$ cat config.mk
export PLATFORM = sky130hd
export DESIGN_NAME = serial_paralelo_alineador
export DESIGN_NICKNAME = d
export VERILOG_FILES = /design/src/rtl/serial_paralelo_alineador.sv
export SDC_FILE = /design/constraint.sdc
export NUM_CORES = 1
export LEC_CHECK = 0
export CORE_MARGIN = 2
export CORE_UTILIZATION = 35
export DETAILED_ROUTE_END_ITERATION = 7
export SLEW_MARGIN = 10
export SYNTH_ARGS = -nofsm -noshare
export SYNTH_HDL_FRONTEND = slang
export SYNTH_SLANG_ARGS = --single-unit
export TNS_END_PERCENT = 30
$ cat constraint.sdc
create_clock -name clk -period 6.43 [get_ports clk]
set_input_delay 0.9645 -clock clk [delete_from_list [all_inputs] [get_ports clk]]
set_output_delay 0.9645 -clock clk [all_outputs]
set_load 0.05 [all_outputs]
$ cat src/rtl/serial_paralelo_alineador.sv
// Receive-side deserializer: turns the 1-bit line into 10-bit 8b/10b code groups,
// aligns word boundaries on the K28.5 comma and tracks symbol lock.
module serial_paralelo_alineador #(
  parameter int COMMA_LOCK_CNT = 2,
  parameter int MAX_GAP        = 16
) (
  input  logic       clk,
  input  logic       rst,
  input  logic       enb,
  input  logic       serialIn,
  output logic [9:0] dataOut,
  output logic       valid,
  output logic       commaOut,
  output logic       locked
);

  typedef enum logic [1:0] {
    UNLOCKED = 2'd0,
    LOCKING  = 2'd1,
    LOCKED   = 2'd2
  } state_t;

  localparam logic [9:0] K28_5_RDN = 10'h0FA;
  localparam logic [9:0] K28_5_RDP = 10'h305;
  localparam logic [2:0] LOCK_LAST = 3'(COMMA_LOCK_CNT - 1);
  localparam logic [7:0] GAP_LAST  = 8'(MAX_GAP - 1);

  state_t     state_q, state_d;
  logic [9:0] sh_reg;
  logic [3:0] bit_cnt_q, bit_cnt_d;
  logic [2:0] comma_cnt_q, comma_cnt_d;
  logic [7:0] gap_cnt_q, gap_cnt_d;
  logic [9:0] nxt;
  logic       is_comma;
  logic       at_bnd;
  logic       emit;

  // The word completed by this edge's bit; every comparison looks at it.
  assign nxt      = {sh_reg[8:0], serialIn};
  assign is_comma = (nxt == K28_5_RDN) || (nxt == K28_5_RDP);
  assign at_bnd   = (bit_cnt_q == 4'd9);

  always_comb begin
    // NOTE: every variable written here gets a default first, so no path can infer a latch.
    state_d     = state_q;
    bit_cnt_d   = at_bnd ? 4'd0 : bit_cnt_q + 4'd1;
    comma_cnt_d = comma_cnt_q;
    gap_cnt_d   = gap_cnt_q;
    emit        = 1'b0;

    unique case (state_q)
      UNLOCKED: begin
        if (is_comma) begin
          bit_cnt_d   = 4'd0;
          comma_cnt_d = 3'd1;
          if (COMMA_LOCK_CNT == 1) begin
            state_d     = LOCKED;
            comma_cnt_d = 3'd0;
            gap_cnt_d   = 8'd0;
            emit        = 1'b1;
          end else begin
            state_d = LOCKING;
          end
        end
      end

      LOCKING: begin
        if (is_comma && !at_bnd) begin
          bit_cnt_d   = 4'd0;
          comma_cnt_d = 3'd1;
        end else if (is_comma) begin
          if (comma_cnt_q == LOCK_LAST) begin
            state_d     = LOCKED;
            comma_cnt_d = 3'd0;
            gap_cnt_d   = 8'd0;
            emit        = 1'b1;
          end else if (comma_cnt_q != 3'd7) begin
            comma_cnt_d = comma_cnt_q + 3'd1;
          end
        end
      end

      LOCKED: begin
        // A comma off the current grid means the boundary slipped: re-acquire.
        if (is_comma && !at_bnd) begin
          state_d     = LOCKING;
          bit_cnt_d   = 4'd0;
          comma_cnt_d = 3'd1;
          gap_cnt_d   = 8'd0;
        end else if (at_bnd) begin
          emit = 1'b1;
          if (is_comma) begin
            gap_cnt_d = 8'd0;
          end else if (gap_cnt_q == GAP_LAST) begin
            state_d     = UNLOCKED;
            gap_cnt_d   = 8'd0;
            comma_cnt_d = 3'd0;
          end else if (gap_cnt_q != 8'hFF) begin
            gap_cnt_d = gap_cnt_q + 8'd1;
          end
        end
      end

      default: begin
        state_d     = UNLOCKED;
        comma_cnt_d = 3'd0;
        gap_cnt_d   = 8'd0;
      end
    endcase
  end

  // NOTE: state uses non-blocking assignments so every register samples pre-edge values.
  always_ff @(posedge clk or posedge rst) begin
    if (rst) begin
      state_q     <= UNLOCKED;
      sh_reg      <= '0;
      bit_cnt_q   <= '0;
      comma_cnt_q <= '0;
      gap_cnt_q   <= '0;
      dataOut     <= '0;
      valid       <= 1'b0;
      commaOut    <= 1'b0;
      locked      <= 1'b0;
    end else if (enb) begin
      state_q     <= state_d;
      sh_reg      <= nxt;
      bit_cnt_q   <= bit_cnt_d;
      comma_cnt_q <= comma_cnt_d;
      gap_cnt_q   <= gap_cnt_d;
      valid       <= emit;
      commaOut    <= emit && is_comma;
      locked      <= (state_d == LOCKED);
      if (emit) dataOut <= nxt;
    end else begin
      // Frozen cycle: strobes drop, data and lock status hold.
      valid    <= 1'b0;
      commaOut <= 1'b0;
    end
  end

endmodule
# After elaboration in Yosys (flattened, before gate mapping)
# Cells that the tools add are included.
# word_totals
reg_bits,39
input_bits,4
out_inout_bits,13
wordCells,82
# op_classes
addsub,3
n_eq_ne,20
n_mux,40
n_bitwise,1
reduce_logical,9
# ops
op,n
8-bit 2-to-1 mux,8
3-bit 2-to-1 mux,9
8-bit case mux with 3 select lines,1
2-bit 2-to-1 mux,8
3-bit != test (second input constant),5
7-bit AND reduction,2
4-bit 2-to-1 mux,3
10-bit == test (second input constant),1
10-bit by 8-bit == test with 1-bit output (second input constant),1
3-bit case mux with 3 select lines,1
8-bit by 1-bit adder with 8-bit output (second input constant),1
8-bit by 4-bit == test with 1-bit output (second input constant),1
2-bit != test (second input constant),4
8-bit != test (second input constant),1
4-bit case mux with 2 select lines,1
1-bit 2-to-1 mux,7
2-bit case mux with 3 select lines,1
5-bit != test (second input constant),1
4-bit by 1-bit adder with 4-bit output (second input constant),1
2-bit == test (second input constant),2
4-bit == test (second input constant),1
4-bit != test (second input constant),1
3-bit by 1-bit adder with 3-bit output (second input constant),1
3-bit by 1-bit == test with 1-bit output (second input constant),1
other kinds (9),10

# Logic depth before layout (Yosys ltp)
# logic_depth
ltp_word,7
depth_mapped,9
ltp_nobuf,8

# Worst setup path before layout
# No wires, ideal clock.
# synth_path
path_type,input port to flip-flop
start,input port serialIn
end,register dataOut[0]
setup_ns,0.125
t_arrival_ns,2.508
required_time_ns,6.305
path_slack_ns,3.797
stages,7
path_buffers,1
path_cell_list,nor4bb_1 nand4_1 nand2_1 a32oi_1 nor2_1 buf_4 mux2_2
# synth_via
elab_chain_len,6
elab_cells_between_ends,9
classes_between,eq/ne: 2; mux: 4; reduce/logical: 3
# synth_rtl
element,line,text
from (decl),10,"input logic serialIn,"
10-bit by 8-bit == test with 1-bit output / 10-bit == test (equally long branches),40,assign is_comma = (nxt == K28_5_RDN) || (nxt == K28_5_RDP);
1-bit logical OR,40,
1-bit 2-to-1 mux / 1-bit logical AND (equally long branches),"71, 68, 85",
"1-bit 2-to-1 mux, on equally long branches","68, 85",
1-bit case mux with 2 select lines,51,unique case (state_q)
2-bit AND reduction (no source line),n/a,
to (signal assigned),133,if (emit) dataOut <= nxt;
to (decl),11,"output logic [9:0] dataOut,"
# Parallel ways exist; a longest one is shown, timed or not.
# A chain may end at the register's enable or synchronous reset.

# Worst setup path in the final report
# layout_path
start,input port serialIn
end,register dataOut[6]
# layout_via
elab_chain_len,6
elab_cells_between_ends,9
classes_between,eq/ne: 2; mux: 4; reduce/logical: 3
# layout_rtl
element,line
10-bit by 8-bit == test with 1-bit output / 10-bit == test (equally long branches),40
1-bit logical OR *,40
1-bit 2-to-1 mux / 1-bit logical AND (equally long branches),"71, 68, 85"
"1-bit 2-to-1 mux, on equally long branches","68, 85"
1-bit case mux with 2 select lines *,51
2-bit AND reduction (no source line) *,n/a
# Mark *: on every way between the ends. The rest lies on a longest branch, timed or not.

==> flow_summary.toml <==
[run_status]
outcome = "finished clean"

[sta]
tightest_slew_ns = 0.986
tns_ns = 0
skew_ns = 0.00657
rsz0062_at_grt = "false"
fin_crit_sh_pct = 55.1
timing.fmax_ghz = 0.283
relSlewSlack_pct = 34.0
hold_viol = 0
holdWs_ns = 0.498
final.min_clock_period_ns = 3.54
slew_violations = 0
setup_viol = 0
fin_ws_ns = 2.89

[route]
drc = 0
drt_pass1_iterations = 4
routed_via_density = 5.50
routed_wl_um = 4160
final_antenna_net_count = 0
wire_per_inst_um = 14.8
drt_iter0_markers = 53
vias = 1546

[placed_design]
place_area_mm2 = 0.00228
dpl.cell_count = 273
globalplace.congestion = 0.811
dpl_worst_slack_ns = 2.55
portBuffers = 16
hpwlAfterDp_um = 2790

[worst_setup_path]
cp-endpoint = "dataOut[6]"
reg2reg_depth = 6
path_cells = "clkdlybuf4s50_1, nor4b_1, nand4b_1, nand2_1, a32oi_1, nor2_1, mux2_2"
startpoint = "serialIn"
cp.arrival_ns = 3.72
slowest_delay_ns = 0.77
cp_max_fo = 12
crit_cells = 7
rrSetupSlack_ns = 3.55
required_ns = 6.61
start_kind = "primary input"
endpoint_kind = "register"
cp_slowest_cell = "nor2_1"
cp_top_family = "simple AND/OR/NAND/NOR gates"
r2r-end = "dataOut[6]"
crit_buf_inv = 1
worstSetupPathType = "primary input to register"
reg2reg_from = "sh_reg[3]"

[yosys]
synth-seq-cells = 39
ys_warn_count = 0
synth_edf_count = 0
syn-mean-instance-area_um2 = 10.8
yosysUniqueCellTypes = 51
yosysSeqAreaShare_pct = 47.7
synth_nets = 202
async_flop_share_pct = 100
syn_inst = 190
syn-cell-area_mm2 = 0.00205
synth-main-ff-cell = "dfrtp_1"

[clock_tree]
cts_hold_buffers = 0
clkLatencyLatePin_ns = 0.29
post_cts_resized = 0
cts_tree = "yes"
cts_sinks = 39
h-tree-depth = 2
cts_root_buf = "clkbuf_8"
postCtsSetupRepairBufs = 0
numCtsBuffers = 5
cts.clk_slew.worst_paths_ns = 0.08
clockBufferDepth = 2

[pwr]
p_leak_nw = 1.02
powerDensity_mw_per_mm2 = 280
ir_worst_vdd_mv = 0.173
total_power_uw = 672

[floorplan]
die_x_um = 80.5
die_y_um = 80.5
rows = 27
start_util_pct = 36.7
core-area_mm2 = 0.00557
dieArea_mm2 = 0.00648
io_pins = 17

[layout]
multi_input_comb_area_mm2 = 0.00101
nFillCells = 564
instances_no_fill = 281
final_common_cell = "dfrtp_1"
mostFrequentLayoutCells = "dfrtp_1, mux2_2, o21ai_0, clkdlybuf4s50_1, nor2_1"
nNetsFinal = 220
drive_above_1_share_pct = 17.7
largest_reg_flops = 10
seq_area_um2 = 976
post-route-util_pct = 43.0
fin_area_mm2 = 0.00240
area_growth_pct = 17.2
antennaDiodeCount = 0

[worst_hold_path]
hold_start = "locked"
hold_path.class = "register to register"

[global_route]
grt_max_degree = 40
antenna_found_initial = 0
overflow = 0
grt_pass1_vias = 1509
grt_first_pass_wirelength_um = 7360
grt_use_total_pct = 14.5

[job]
maxCapViolCount = 0
## logic make-up (layout without fill, tap and decap cells)
group | Yosys count | count (layout) | synth area share, %
mux | 21 | 21 | 11.6
simple gates | 54 | 54 | 15.1
flops | 39 | 39 | 47.7
buf+inv | 15 | 34 | 2.93
fa+ha+maj | 8 | 8 | 4.89
compound gates | 53 | 53 | 17.8
## cells in the mapped netlist (4+ instances only)
cell / number / share of area (%)
dfrtp_1: 39 / 48
mux2_2: 20 / 11
o21ai_0: 16 / 3.9
nor2_1: 11 / 2.0
nand2_1: 10 / 1.8
a21oi_1: 9 / 2.2
ha_1: 8 / 4.9
inv_1: 8 / 1.5
nand3_1: 5 / 1.2
clkbuf_1: 4 / 0.73
nand2b_1: 4 / 1.2
## area by class of cell
type,instances,area share (%)
clock buffers,5,2.87
inverters,8,1.25
flip-flops and latches,39,40.7
multi-input cells,136,42.1
well taps,72,3.76
clock inverters,3,1.98
repair buffers,18,7.30
## power breakdown
part	internal, mW	leakage, nW	total [mW]	switching, mW
sequential	0.283	0.509	0.326	0.0436
clock	0.118	0.0587	0.214	0.0965
combinational	0.0684	0.454	0.131	0.0629
total	0.469	1.02	0.672	0.203
## how the worst min path moves through the flow
stage / slack, ns / cells past startpoint / to
3_5_place_dp: 0.48 / 1 / locked
6_report: 0.50 / 1 / locked
5_1_grt: 0.53 / 1 / dataOut[1]
3_3_place_gp: 0.48 / 1 / locked
4_1_cts: 0.50 / 1 / locked
2_1_floorplan: 0.46 / 1 / gap_cnt_q[7]
## routing by layer
metal	vias up	GRT usage (%)	wire (um)
met4	0	5.08	29
met2	22	21.9	1890
li1	751	-	-
met3	2	3.37	143
met1	771	20.3	2100
met5	-	0	0
(Power assumes the default switching activity.)
